<file path="src/rtl/uart_bus_slave.sv">
// Memory-mapped UART target: TX FIFO feeding a serializer, RX deserializer with a one-deep holding register.
// Define UART_PARITY_EN to add an even-parity bit between the data bits and the stop bit in both directions.
module uart_bus_slave #(
    parameter int CLKS_PER_BIT  = 868,
    parameter int TX_FIFO_DEPTH = 16
) (
    input  logic        clk_i,
    input  logic        rst_i,
    input  logic [31:0] bus_wdata_i,
    input  logic [31:0] bus_addr_i,
    input  logic        bus_we_i,
    input  logic [1:0]  bus_hb_i,
    input  logic        bus_ce_i,
    input  logic        bus_req_i,
    output logic [31:0] bus_rdata_o,
    output logic        uart_tx_o,
    input  logic        uart_rx_i,
    output logic        irq_o
);

    localparam int AW = $clog2(TX_FIFO_DEPTH);
    localparam int CW = $clog2(CLKS_PER_BIT);
    localparam logic [CW-1:0] BIT_LAST = CW'(CLKS_PER_BIT - 1);
    localparam logic [CW-1:0] BIT_HALF = CW'(CLKS_PER_BIT / 2);

    typedef enum logic [2:0] {
        S_IDLE,
        S_START,
        S_DATA,
`ifdef UART_PARITY_EN
        S_PARITY,
`endif
        S_STOP
    } uartState_t;

    // Bus decode
    logic       w_acc, w_wr, w_rd, w_sizeOk;
    logic [1:0] w_off;
    logic       w_pushReq, w_ctrlWr, w_rxPop;
    logic       w_unused;

    assign w_acc     = bus_ce_i & bus_req_i;
    assign w_wr      = w_acc & bus_we_i;
    assign w_rd      = w_acc & ~bus_we_i;
    assign w_off     = bus_addr_i[3:2];
    assign w_sizeOk  = (bus_hb_i != 2'b11);
    assign w_pushReq = w_wr & w_sizeOk & (w_off == 2'd0);
    assign w_ctrlWr  = w_wr & w_sizeOk & (w_off == 2'd3);
    assign w_rxPop   = w_rd & (w_off == 2'd2);
    assign w_unused  = &{1'b0, bus_addr_i[31:4], bus_addr_i[1:0], bus_wdata_i[31:8]};

    // TX FIFO
    logic [7:0]  r_fifoMem [TX_FIFO_DEPTH];
    logic [AW:0] r_wrPtr, r_rdPtr;
    logic        w_txFull, w_txEmpty, w_txPop, w_push;

    assign w_txEmpty = (r_wrPtr == r_rdPtr);
    assign w_txFull  = (r_wrPtr[AW] != r_rdPtr[AW]) && (r_wrPtr[AW-1:0] == r_rdPtr[AW-1:0]);
    // A pop in the same cycle frees a slot, so a push into a full FIFO is still accepted.
    assign w_push    = w_pushReq & (~w_txFull | w_txPop);

    always_ff @(posedge clk_i) begin
        if (w_push)
            r_fifoMem[r_wrPtr[AW-1:0]] <= bus_wdata_i[7:0];
    end

    // TX serializer
    uartState_t r_txState, w_txStateNext;
    logic [CW-1:0] r_txCnt, w_txCntNext;
    logic [2:0]    r_txBitIdx, w_txBitNext;
    logic [7:0]    r_txShift, w_txShiftNext;
    logic          r_txOut, w_txOutNext;
    logic          w_txBitDone, w_txBusy;
`ifdef UART_PARITY_EN
    logic          r_txPar, w_txParNext;
`endif

    assign w_txBitDone = (r_txCnt == BIT_LAST);
    assign w_txBusy    = (r_txState != S_IDLE);

    always_comb begin
        w_txStateNext = r_txState;
        w_txCntNext   = w_txBitDone ? '0 : r_txCnt + 1'b1;
        w_txBitNext   = r_txBitIdx;
        w_txShiftNext = r_txShift;
        w_txPop       = 1'b0;
        w_txOutNext   = 1'b1;
`ifdef UART_PARITY_EN
        w_txParNext   = r_txPar;
`endif
        case (r_txState)
            S_IDLE: begin
                w_txCntNext = '0;
                if (!w_txEmpty) begin
                    w_txPop       = 1'b1;
                    w_txShiftNext = r_fifoMem[r_rdPtr[AW-1:0]];
`ifdef UART_PARITY_EN
                    w_txParNext   = ^r_fifoMem[r_rdPtr[AW-1:0]];
`endif
                    w_txStateNext = S_START;
                end
            end
            S_START: begin
                if (w_txBitDone) begin
                    w_txStateNext = S_DATA;
                    w_txBitNext   = 3'd0;
                end
            end
            S_DATA: begin
                if (w_txBitDone) begin
                    w_txShiftNext = {1'b0, r_txShift[7:1]};
                    w_txBitNext   = r_txBitIdx + 3'd1;
                    if (r_txBitIdx == 3'd7) begin
`ifdef UART_PARITY_EN
                        w_txStateNext = S_PARITY;
`else
                        w_txStateNext = S_STOP;
`endif
                    end
                end
            end
`ifdef UART_PARITY_EN
            S_PARITY: begin
                if (w_txBitDone)
                    w_txStateNext = S_STOP;
            end
`endif
            S_STOP: begin
                // Chain straight into the next start bit when more data is queued.
                if (w_txBitDone) begin
                    if (!w_txEmpty) begin
                        w_txPop       = 1'b1;
                        w_txShiftNext = r_fifoMem[r_rdPtr[AW-1:0]];
`ifdef UART_PARITY_EN
                        w_txParNext   = ^r_fifoMem[r_rdPtr[AW-1:0]];
`endif
                        w_txStateNext = S_START;
                    end else begin
                        w_txStateNext = S_IDLE;
                    end
                end
            end
            default: w_txStateNext = S_IDLE;
        endcase

        case (w_txStateNext)
            S_START:  w_txOutNext = 1'b0;
            S_DATA:   w_txOutNext = w_txShiftNext[0];
`ifdef UART_PARITY_EN
            S_PARITY: w_txOutNext = w_txParNext;
`endif
            default:  w_txOutNext = 1'b1;
        endcase
    end

    always_ff @(posedge clk_i) begin
        if (rst_i) begin
            r_txState  <= S_IDLE;
            r_txCnt    <= '0;
            r_txBitIdx <= 3'd0;
            r_txShift  <= 8'h00;
            r_txOut    <= 1'b1;
            r_wrPtr    <= '0;
            r_rdPtr    <= '0;
`ifdef UART_PARITY_EN
            r_txPar    <= 1'b0;
`endif
        end else begin
            r_txState  <= w_txStateNext;
            r_txCnt    <= w_txCntNext;
            r_txBitIdx <= w_txBitNext;
            r_txShift  <= w_txShiftNext;
            r_txOut    <= w_txOutNext;
`ifdef UART_PARITY_EN
            r_txPar    <= w_txParNext;
`endif
            if (w_push)
                r_wrPtr <= r_wrPtr + 1'b1;
            if (w_txPop)
                r_rdPtr <= r_rdPtr + 1'b1;
        end
    end

    assign uart_tx_o = r_txOut;

    // RX deserializer
    logic          r_rxSync1, r_rxSync2, r_rxPrev;
    uartState_t    r_rxState, w_rxStateNext;
    logic [CW-1:0] r_rxCnt, w_rxCntNext;
    logic [2:0]    r_rxBitIdx, w_rxBitNext;
    logic [7:0]    r_rxShift, w_rxShiftNext;
    logic          w_rxDone;
`ifdef UART_PARITY_EN
    logic          r_rxParBit;
`endif

    always_comb begin
        w_rxStateNext = r_rxState;
        w_rxCntNext   = r_rxCnt + 1'b1;
        w_rxBitNext   = r_rxBitIdx;
        w_rxShiftNext = r_rxShift;
        w_rxDone      = 1'b0;
        case (r_rxState)
            S_IDLE: begin
                w_rxCntNext = '0;
                if (r_rxPrev & ~r_rxSync2)
                    w_rxStateNext = S_START;
            end
            S_START: begin
                if (r_rxCnt == BIT_HALF) begin
                    w_rxCntNext   = '0;
                    w_rxBitNext   = 3'd0;
                    w_rxStateNext = r_rxSync2 ? S_IDLE : S_DATA;
                end
            end
            S_DATA: begin
                if (r_rxCnt == BIT_LAST) begin
                    w_rxCntNext   = '0;
                    w_rxShiftNext = {r_rxSync2, r_rxShift[7:1]};
                    w_rxBitNext   = r_rxBitIdx + 3'd1;
                    if (r_rxBitIdx == 3'd7) begin
`ifdef UART_PARITY_EN
                        w_rxStateNext = S_PARITY;
`else
                        w_rxStateNext = S_STOP;
`endif
                    end
                end
            end
`ifdef UART_PARITY_EN
            S_PARITY: begin
                if (r_rxCnt == BIT_LAST) begin
                    w_rxCntNext   = '0;
                    w_rxStateNext = S_STOP;
                end
            end
`endif
            S_STOP: begin
                if (r_rxCnt == BIT_LAST) begin
                    w_rxCntNext   = '0;
                    w_rxStateNext = S_IDLE;
                    w_rxDone      = r_rxSync2;
                end
            end
            default: w_rxStateNext = S_IDLE;
        endcase
    end

    // Holding register, status flags, control and interrupt
    logic [7:0] r_rxByte;
    logic       r_rxValid, r_rxOverrun, r_parityErr;
    logic [1:0] r_ctrl;
    logic       r_irq;

    always_ff @(posedge clk_i) begin
        if (rst_i) begin
            r_rxSync1   <= 1'b1;
            r_rxSync2   <= 1'b1;
            r_rxPrev    <= 1'b1;
            r_rxState   <= S_IDLE;
            r_rxCnt     <= '0;
            r_rxBitIdx  <= 3'd0;
            r_rxShift   <= 8'h00;
            r_rxByte    <= 8'h00;
            r_rxValid   <= 1'b0;
            r_rxOverrun <= 1'b0;
            r_parityErr <= 1'b0;
            r_ctrl      <= 2'b00;
            r_irq       <= 1'b0;
`ifdef UART_PARITY_EN
            r_rxParBit  <= 1'b0;
`endif
        end else begin
            r_rxSync1  <= uart_rx_i;
            r_rxSync2  <= r_rxSync1;
            r_rxPrev   <= r_rxSync2;
            r_rxState  <= w_rxStateNext;
            r_rxCnt    <= w_rxCntNext;
            r_rxBitIdx <= w_rxBitNext;
            r_rxShift  <= w_rxShiftNext;
`ifdef UART_PARITY_EN
            if (r_rxState == S_PARITY && r_rxCnt == BIT_LAST)
                r_rxParBit <= r_rxSync2;
`endif
            if (w_ctrlWr) begin
                r_ctrl <= bus_wdata_i[1:0];
                if (bus_wdata_i[2]) begin
                    r_rxOverrun <= 1'b0;
                    r_parityErr <= 1'b0;
                end
            end
            // A byte completing alongside a pop wins: valid stays set and no overrun.
            if (w_rxDone) begin
                r_rxByte  <= r_rxShift;
                r_rxValid <= 1'b1;
                if (r_rxValid & ~w_rxPop)
                    r_rxOverrun <= 1'b1;
`ifdef UART_PARITY_EN
                if (^r_rxShift ^ r_rxParBit)
                    r_parityErr <= 1'b1;
`endif
            end else if (w_rxPop) begin
                r_rxValid <= 1'b0;
            end
            r_irq <= (r_ctrl[0] & r_rxValid) | (r_ctrl[1] & w_txEmpty & ~w_txBusy);
        end
    end

    assign irq_o = r_irq;

    always_comb begin
        bus_rdata_o = 32'h0;
        if (w_rd) begin
            case (w_off)
                2'd1:    bus_rdata_o = {26'h0, r_parityErr, w_txBusy, r_rxOverrun,
                                        r_rxValid, w_txEmpty, w_txFull};
                2'd2:    bus_rdata_o = {24'h0, r_rxByte};
                2'd3:    bus_rdata_o = {30'h0, r_ctrl};
                default: bus_rdata_o = 32'h0;
            endcase
        end
    end

endmodule

</file>
<file path="config.mk">
export PLATFORM = sky130hd
export DESIGN_NAME = uart_bus_slave
export DESIGN_NICKNAME = d
export VERILOG_FILES = /design/src/rtl/uart_bus_slave.sv
export SDC_FILE = /design/constraint.sdc
export NUM_CORES = 1
export LEC_CHECK = 0
export CORE_ASPECT_RATIO = 0.75
export CORE_MARGIN = 1.5
export CORE_UTILIZATION = 40
export DETAILED_ROUTE_END_ITERATION = 8
export MAX_ROUTING_LAYER = met4
export PLACE_DENSITY = 0.73
export REMOVE_ABC_BUFFERS = 1
export SLEW_MARGIN = 0
export SYNTH_ARGS = -nofsm -noshare
export SYNTH_HDL_FRONTEND = slang
export SYNTH_SLANG_ARGS = --single-unit
</file>
<file path="constraint.sdc">
create_clock -name clk_i -period 3 [get_ports clk_i]
set_input_delay 0.6 -clock clk_i [delete_from_list [all_inputs] [get_ports clk_i]]
set_output_delay 0.6 -clock clk_i [all_outputs]
set_load 0.02 [all_outputs]
</file>
# == Yosys cells after proc, flatten, opt, wreduce, memory -nomap -nowiden ==
# Memory sizes are Yosys's and may differ from the RTL's. A register that Yosys moved wholly into a read port is not among the register bits.
# Index checks and enable logic that the tools add are counted.
# totals
mem_bits_rw,128
regBits,75
n_memories,1
in_bits,72
word_cells,136
out_inout_bits,34
# op_classes
muxes,45
reduce_logical,16
add_sub_neg,6
bitwise_logic,20
n_eq_ne,28
# memory_table
memory,depth,word_bits,rd,rd_clocked_by_memory_dff,wr,line,text
r_fifoMem,16,8,1,1,1,53,logic [7:0] r_fifoMem [TX_FIFO_DEPTH];
# ops
operator,n
one-hot mux 8 bit (3 select lines),2
2-to-1 mux 3 bit,14
2-to-1 mux 8 bit,4
one-hot mux 10 bit (3 select lines),1
one-hot mux 3 bit (4 select lines),2
adder 10 x 1 -> 10 bit (second input constant),2
== test 10 bit (second input constant),2
2-to-1 mux 10 bit,2
!= test 2 bit (second input constant),9
== test 3 x 2 -> 1 bit (second input constant),5
AND 1 bit,13
2-to-1 mux 1 bit,13
one-hot mux 3 bit (2 select lines),2
adder 5 x 1 -> 5 bit (second input constant),2
== test 10 x 9 -> 1 bit (second input constant),1
== test 3 x 1 -> 1 bit (second input constant),3
AND reduction 3 bit,3
2-to-1 mux 4 bit,2
adder 3 x 1 -> 3 bit (second input constant),2
== test 3 bit (second input constant),2
zero test 3 bit,2
nonzero test 2 bit,3
nonzero test 3 bit,2
== test 5 bit,1
14 further kinds,21

# == Longest topological paths before layout ==
# Gate-level depths: netlist of the first run.
# logic_depth
ltp_word,8
ltp_mapped,8
mapped_depth_nobuf,7

# == Least setup slack after synthesis of the first run ==
# OpenSTA, ideal clock, no wires.
# synth_timing
path_kind,register to register
start,register r_txCnt[0]
end,memory r_fifoMem[3][0] (enable)
slack_ns,0.549
stages_incl_launch_ff,6
required_ns,2.605
period_less_slack_ns,2.451
t_arrival_ns,2.056
setup_ns,0.395
path_buffers,0
path_cell_list,dfxtp_1 > ha_1 > nor4b_4 > and4_4 > nor4_4 > nor4_1
# synth_via
elab_chain_cells,7
# synth_lines
item,line,text
"start, declared",69,"logic [CW-1:0] r_txCnt, w_txCntNext;"
"start signal, assigned",170,r_txCnt <= w_txCntNext;
== test 10 bit,78,assign w_txBitDone = (r_txCnt == BIT_LAST);
2-to-1 mux 1 bit,130,if (w_txBitDone) begin
one-hot mux 1 bit (2 select lines),91,case (r_txState)
OR 1 bit,60,assign w_push = w_pushReq & (~w_txFull | w_txPop);
AND 1 bit,60,
2-to-1 mux 1 bit,63,if (w_push)
2-to-1 mux 1 bit (not written as such),64,r_fifoMem[r_wrPtr[AW-1:0]] <= bus_wdata_i[7:0];
"end, declared",53,
# No other way between the ends.

# == Final worst setup path of the first run ==
# layout_timing
start,input bus_addr_i[3]
end,output bus_rdata_o[3]
# layout_via
elab_chain_cells,3
word_cells_on_any_way,5
cone_classes,3 x eq/ne; 2 x mux
# layout_lines
item,line,text
"start, declared",10,"input logic [31:0] bus_addr_i,"
== test 2 bit / == test 2 x 1 -> 1 bit (equally long branches),314,case (w_off)
one-hot mux 8 bit (3 select lines) *,314,
2-to-1 mux 8 bit *,313,if (w_rd) begin
"end, declared",15,"output logic [31:0] bus_rdata_o,"
# Every way passes the cells marked *; elsewhere a longest branch is shown, timed or not.

==> results.md, run 1 <==
* Status: finished, final reports clean
* N_diodes at 0
* Synth warn at 0
* Max_cap viols at 0
* Number of global-route vias before repair at 4940
* Die height at between 100 and 150 µm
* Reg2reg start: r_txCnt[0]$_SDFF_PP0_
* Clock latency on the worst-skew pair at ~0.5 ns
* Drt total wl at about 17 mm
* Setup-failing EPs final at 0
* Final min period at approximately 2.9 ns
* Crit Path Max Fanout at 6
* Final ANT Viol Nets at 0
* Avg Synthesized Cell Area at approximately 13 µm²
* Site row count at 46
* Hold_buf cts at 0
* Clock skew at 0.0208 ns
* CP arrival at 2.26 ns
* Worst Hold Launch: r_rxSync1$_SDFF_PP1_
* Clock root cell: clkbuf_16
* TritonCTS buffer count at 20
* Cells after synthesis at between 600 and 700
* Unrepaired setup endpoints after global routing: no
* Core ar. at 21200 µm²
* Synth top area share at 0.444
* Top cell type by total area after synthesis: edfxtp_1
* Vias post-DR at a little over 5000
* WHS at 0.408 ns
* Die Wd at around 170 µm
* Endpoint, Worst Hold: r_rxSync2$_SDFF_PP1_
* FMAX at between 300 and 400 MHz
* Distinct cells, synth at 64
* Hold Path Depth at 1
* Buffers on Ports at 27
* # clock sinks at a little over 200
* Number of flops mapped to enable cells by yosys at 128
* Max VDD drop at about 0.00029 V
* Worst path required time at between 2 and 2.5 ns
* Overflow left after global routing at 0
* Period utilisation layout at 0.953
* Pwr per Cell Area at about 560 nW/µm²
* Pre-CTS setup slack at about 0.12 ns
* Leading cell types by total area after synthesis: edfxtp_1, dfxtp_1, mux4_2
* Setup TNS at 0 ns
* I/O Pins at around 110
* Placed cells at between 900 and 1000
* Global-route wire length before repair at ~27 mm
* Area grow syn2layout at 15.1%
* R2R depth at 6
* Core Util, Final at 0.470
* CP startpoint: bus_addr_i[3]
* Share of layout cells above drive strength 1 at 0.168
* Fin nets at 785
* Largest net degree at the start of global routing at 31
* Worst slew margin at 0.337
* Ys flop type: edfxtp_1
* Initial antenna violation count at 0
* Vias per cell at approximately 5
* Post-route DRC at 0
* Post-route setup slack at roughly 0.14 ns
* Post-synthesis register bit count at 206
* First-pass DRT Iterations at 5
* Critical Path Sink Type: output pin
* Non-filler instance count after layout at between 1000 and 1500
* WL/cell at around 17 µm
* Worst r2r dst: r_fifoMem[2][4]$_DFFE_PP_
* GP Congestion at 0.762
* WS Path Type: in2out
* Hold crit path type: reg2reg
* DRT iter0 DRCs at around 430
* Total Routing Usage GR at 0.157
* Hold Fails Final Rpt at 0
* Starting density of the core at 0.409
* Syn Std Cell Area at around 8700 µm²
* Most frequent cells in the layout: edfxtp_1, dfxtp_1, nor2_1
* DIE AREA at between 20000 and 25000 µm²
* Reg clk slew, reported paths at 0.06 ns
* CTS tree: done
* Seq/Total Area, Yosys at 0.624
* Leak at 3.53 nW
* Worst-Margin Slew at between 0.9 and 1 ns
* H-Tree Depth at 1
* Max Root-Sink Buffers at 3
* Final HPWL DP at ~11 mm
* Final Slew Violations at 0
* CP Launch Type: input port
* R2r setup slk at roughly 0.45 ns
* Async SR Flop Fraction at 0
* Commonest non-fill, non-tap cell in the layout: edfxtp_1
[flip-flops by register name, indices dropped and copies added, names as in the netlist, 2 cells and up, named ones only]
register and flops:
r_txBitIdx 3, r_ctrl 2, r_wrPtr 5, r_txShift 8, r_rxCnt 10, r_txCnt 10, r_rxShift 8, r_rxByte 8
r_txState 3, r_rxState 2, r_rdPtr 5, r_fifoMem 128, r_rxBitIdx 3
[layer usage]
layer	vias up	global-route usage	part of all wire
li1	2460	-	-
met1	2537	0.216	0.47
met2	127	0.245	0.46
met3	32	0.0252	0.046
met4	0	0.0435	0.022
met5	-	-	0
[logic make-up after synthesis]
kind of cell | after synthesis | share of synthesized area
mux | 50 | 0.106
xor+xnor | 25 | 0.0253
buf+inv | 62 | 0.0393
simple gates | 212 | 0.130
other cells | 1 | 0.000433
flops | 206 | 0.624
compound gates | 79 | 0.0574
fa+ha+maj | 12 | 0.0173
[through the flow]
step / power (mW) / cell area (µm²)
after CTS: 5.62 / 9930
final: 5.56 / 9960
after floorplan: 3.17 / 8440
after global routing: 5.75 / 9960
after global placement: 3.26 / 9310
after detailed placement: 3.27 / 9310
[Yosys cell counts, types with 4 or more instances]
master	n
edfxtp_1	128
and3_1	18
nor2_1	71
inv_1	8
ha_1	12
clkbuf_1	13
a22oi_1	4
buf_4	24
nand3_1	19
buf_2	14
nor3_1	9
nor2b_1	9
a21oi_1	27
xnor2_1	16
and4_1	4
dfxtp_1	78
and2_1	8
xor2_1	9
or2_2	5
or3_1	6
mux4_2	33
nand4_1	5
mux2i_1	12
o21ai_0	12
o22ai_1	14
nand2_1	35
nand2b_1	4
[area by class of cell]
| cell class | count | area [µm²] |
|---|---|---|
| sequential | 206 | 5410 |
| multi-input combinational | 403 | 3010 |
| tap | 288 | 360 |
| fill | 1878 | 11200 |
| clock inverter | 8 | 40.0 |
| inverter | 9 | 33.8 |
| clock buffer | 27 | 578 |
| timing repair buffer | 61 | 531 |
[how the worst max path moves through the flow]
stage	endpoint	cells after the start
floorplan	r_fifoMem[3][0]$_DFFE_PP_	5
global route	bus_rdata_o[3]	7
CTS	bus_rdata_o[1]	6
finish	bus_rdata_o[3]	7
detailed placement	bus_rdata_o[5]	6
global placement	bus_rdata_o[5]	6
[worst max-delay path, cell delays in order]
cell             delay (ns)
clkdlybuf4s50_1        0.42
buf_4                  0.16
nor2b_1                0.15
buf_4                  0.15
a22oi_1                0.06
nor2_1                 0.10
clkdlybuf4s50_1        0.61
[where the power goes]
group          leakage, nW  internal (mW)  switching, mW
logic                 1.45         0.0658          0.115
registers             1.78           3.01         0.0132
clock network        0.301           1.35           1.01
[what timing repair did]
action | CTS | global route
setup buffers | 0 | 2
pin swaps | 0 | 1
gates resized for setup | 2 | 6
cloned | 0 | 0
endpoints found under the hold margin | 0 | 0
setup endpoints to repair | 2 | 5
No activity file was read; power rests on OpenSTA's default activity.
==> run 2, diff against run 1 <==
CORE_MARGIN = 2   (was 1.5)
SKIP_CTS_REPAIR_TIMING = 1   (was not set)
==> run 2 against run 1 <==
  * Sequential power is essentially flat
  * Cell area is essentially flat
  * Worst setup slack lost 0.021 ns
  * Largest cell class unchanged
  * Critical endpoint is now bus_rdata_o[5]
==> results.md, run 2 (synthesized netlist as in run 1, its figures left out) <==
* Buf+Inv Stages, Crit Path at 3
* Total power at around 5.7 mW
* Buffers on Ports at 27
* Setup-failing EPs final at 0
* Clock latency on the worst-skew pair at around 0.48 ns
* Comb power frac at 0.031
* Sw Ratio at 0.200
* Number of global-route vias before repair at ~4900
* Most frequent cells in the layout: edfxtp_1, dfxtp_1, nor2_1
* Overflow left after global routing at 0
* Die height at roughly 130 µm
* DR WL met2 at approximately 7.7 mm
* Post-route setup slack at about 0.12 ns
* Site row count at between 40 and 50
* Crit Path Max Fanout at 4
* Final HPWL DP at approximately 11 mm
* Clock root cell: clkbuf_16
* WS Path Type: in2out
* CP max stage cell: clkdlybuf4s50_1
* N_diodes at 0
* TritonCTS buffer count at 20
* Worst-Margin Slew at roughly 0.99 ns
* Critical Path Sink Type: output pin
* DIE AREA at between 20000 and 25000 µm²
* Total Routing Usage GR at 0.150
* Pwr per Cell Area at around 580 nW/µm²
* Max reg flops at 128
* I/O Pins at approximately 110
* Post-route DRC at 0
* Core ar. at 21200 µm²
* Internal power at 4.59 mW
* Max VDD drop at 0.000323 V
* Die Wd at about 170 µm
* Worst path required time at between 2 and 2.5 ns
* Crit path largest cell delay at 0.61 ns
* Largest net degree at the start of global routing at 31
* CP Launch Type: input port
* Hold Fails Final Rpt at 0
* Pre-CTS setup slack at ~0.12 ns
* Reg power frac at 0.528
* Placed instance area at 9250 µm²
* Non-filler instance count after layout at 993
* Commonest non-fill, non-tap cell in the layout: edfxtp_1
* Vias per cell at 5.13
* Fill cells at between 1500 and 2000
* Vias post-DR at about 5100
* Kind of cell adding the most delay to the critical path: buffers and inverters
* FMAX at ~350 MHz
* Clk pwr share at 0.441
* Met3 wire length at 926 µm
* Placed cells at about 960
* DRT iter0 DRCs at 396
* Final ANT Viol Nets at 0
* Hold crit path type: reg2reg
* Area grow syn2layout at 15.0%
* Psw at approximately 1.1 mW
* # clock sinks at ~210
* CP arrival at 2.28 ns
* Status: finished, final reports clean
* First-pass DRT Iterations at 4
* Drt total wl at 16.6 mm
* Max Root-Sink Buffers at 3
* Fin nets at around 780
* Starting density of the core at 0.409
* Period utilisation layout at 0.960
* Global-route wire length before repair at about 27 mm
* Top sig layer: met4
* CP cell instances: clkdlybuf4s50_1, nor2b_1, nor2b_1, buf_4, and2_1, clkdlybuf4s50_1
* Initial antenna violation count at 0
* CTS tree: done
* Final min period at 2.88 ns
* Met1 Wirelength at 7.85 mm
* GP Congestion at 0.772
* Final instance area at 9960 µm²
* Reg clk slew, reported paths at 0.06 ns
* Final Slew Violations at 0
* Leak at approximately 3.5 nW
* Max_cap viols at 0
* H-Tree Depth at 1
* Share of layout cells above drive strength 1 at 0.160
* Worst slew margin at 0.339
* Clock skew at between 0.006 and 0.007 ns
* WL/cell at between 15 and 20 µm
* R2r setup slk at between 0.3 and 0.4 ns
==> run 2: path summary, 6_finish.rpt <==
| path | start | to | cells after the start |
|---|---|---|---|
| max | bus_addr_i[3] | bus_rdata_o[5] | 6 |
| min | r_rxSync1$_SDFF_PP1_ | r_rxSync2$_SDFF_PP1_ | 1 |
| max reg2reg | r_txCnt[0]$_SDFF_PP0_ | r_fifoMem[6][5]$_DFFE_PP_ | 6 |
| min reg2reg | r_rxSync1$_SDFF_PP1_ | r_rxSync2$_SDFF_PP1_ | 1 |
==> run 2: per-layer routing <==
metal  global-route usage  up-vias
met4               0.0317        0
met5                    -        -
met1                0.208     2518
met3               0.0284       15
li1                     -     2446
met2                0.233      120
==> run 2: power by group through the flow <==
stage / Combinational (mW) / Clock (mW) / Sequential [mW]
global route: 0.196 / 2.69 / 3.03
CTS: 0.177 / 2.59 / 3.03
floorplan: 0.0848 / 0 / 3.09
global placement: 0.173 / 0 / 3.09
detailed placement: 0.176 / 0 / 3.09
finish: 0.179 / 2.53 / 3.03
==> run 2: layout make-up <==
cell class,count,area (µm²),share of cell area
clock buffer,30,619,0.0622
clock inverter,6,53.8,0.00540
inverter,9,33.8,0.00339
multi-input combinational,403,3020,0.303
sequential,206,5410,0.543
tap,288,360,0.0362
timing repair buffer,51,460,0.0462
==> run 2: stage by stage <==
step / util / setup TNS [ns] / hold WS [ns]
finish: 0.470 / 0 / 0.407
global route: 0.470 / -0.0362 / 0.413
CTS: 0.468 / -0.128 / 0.410
detailed placement: 0.437 / 0 / 0.394
global placement: 0.437 / 0 / 0.392
floorplan: - / 0 / 0.389
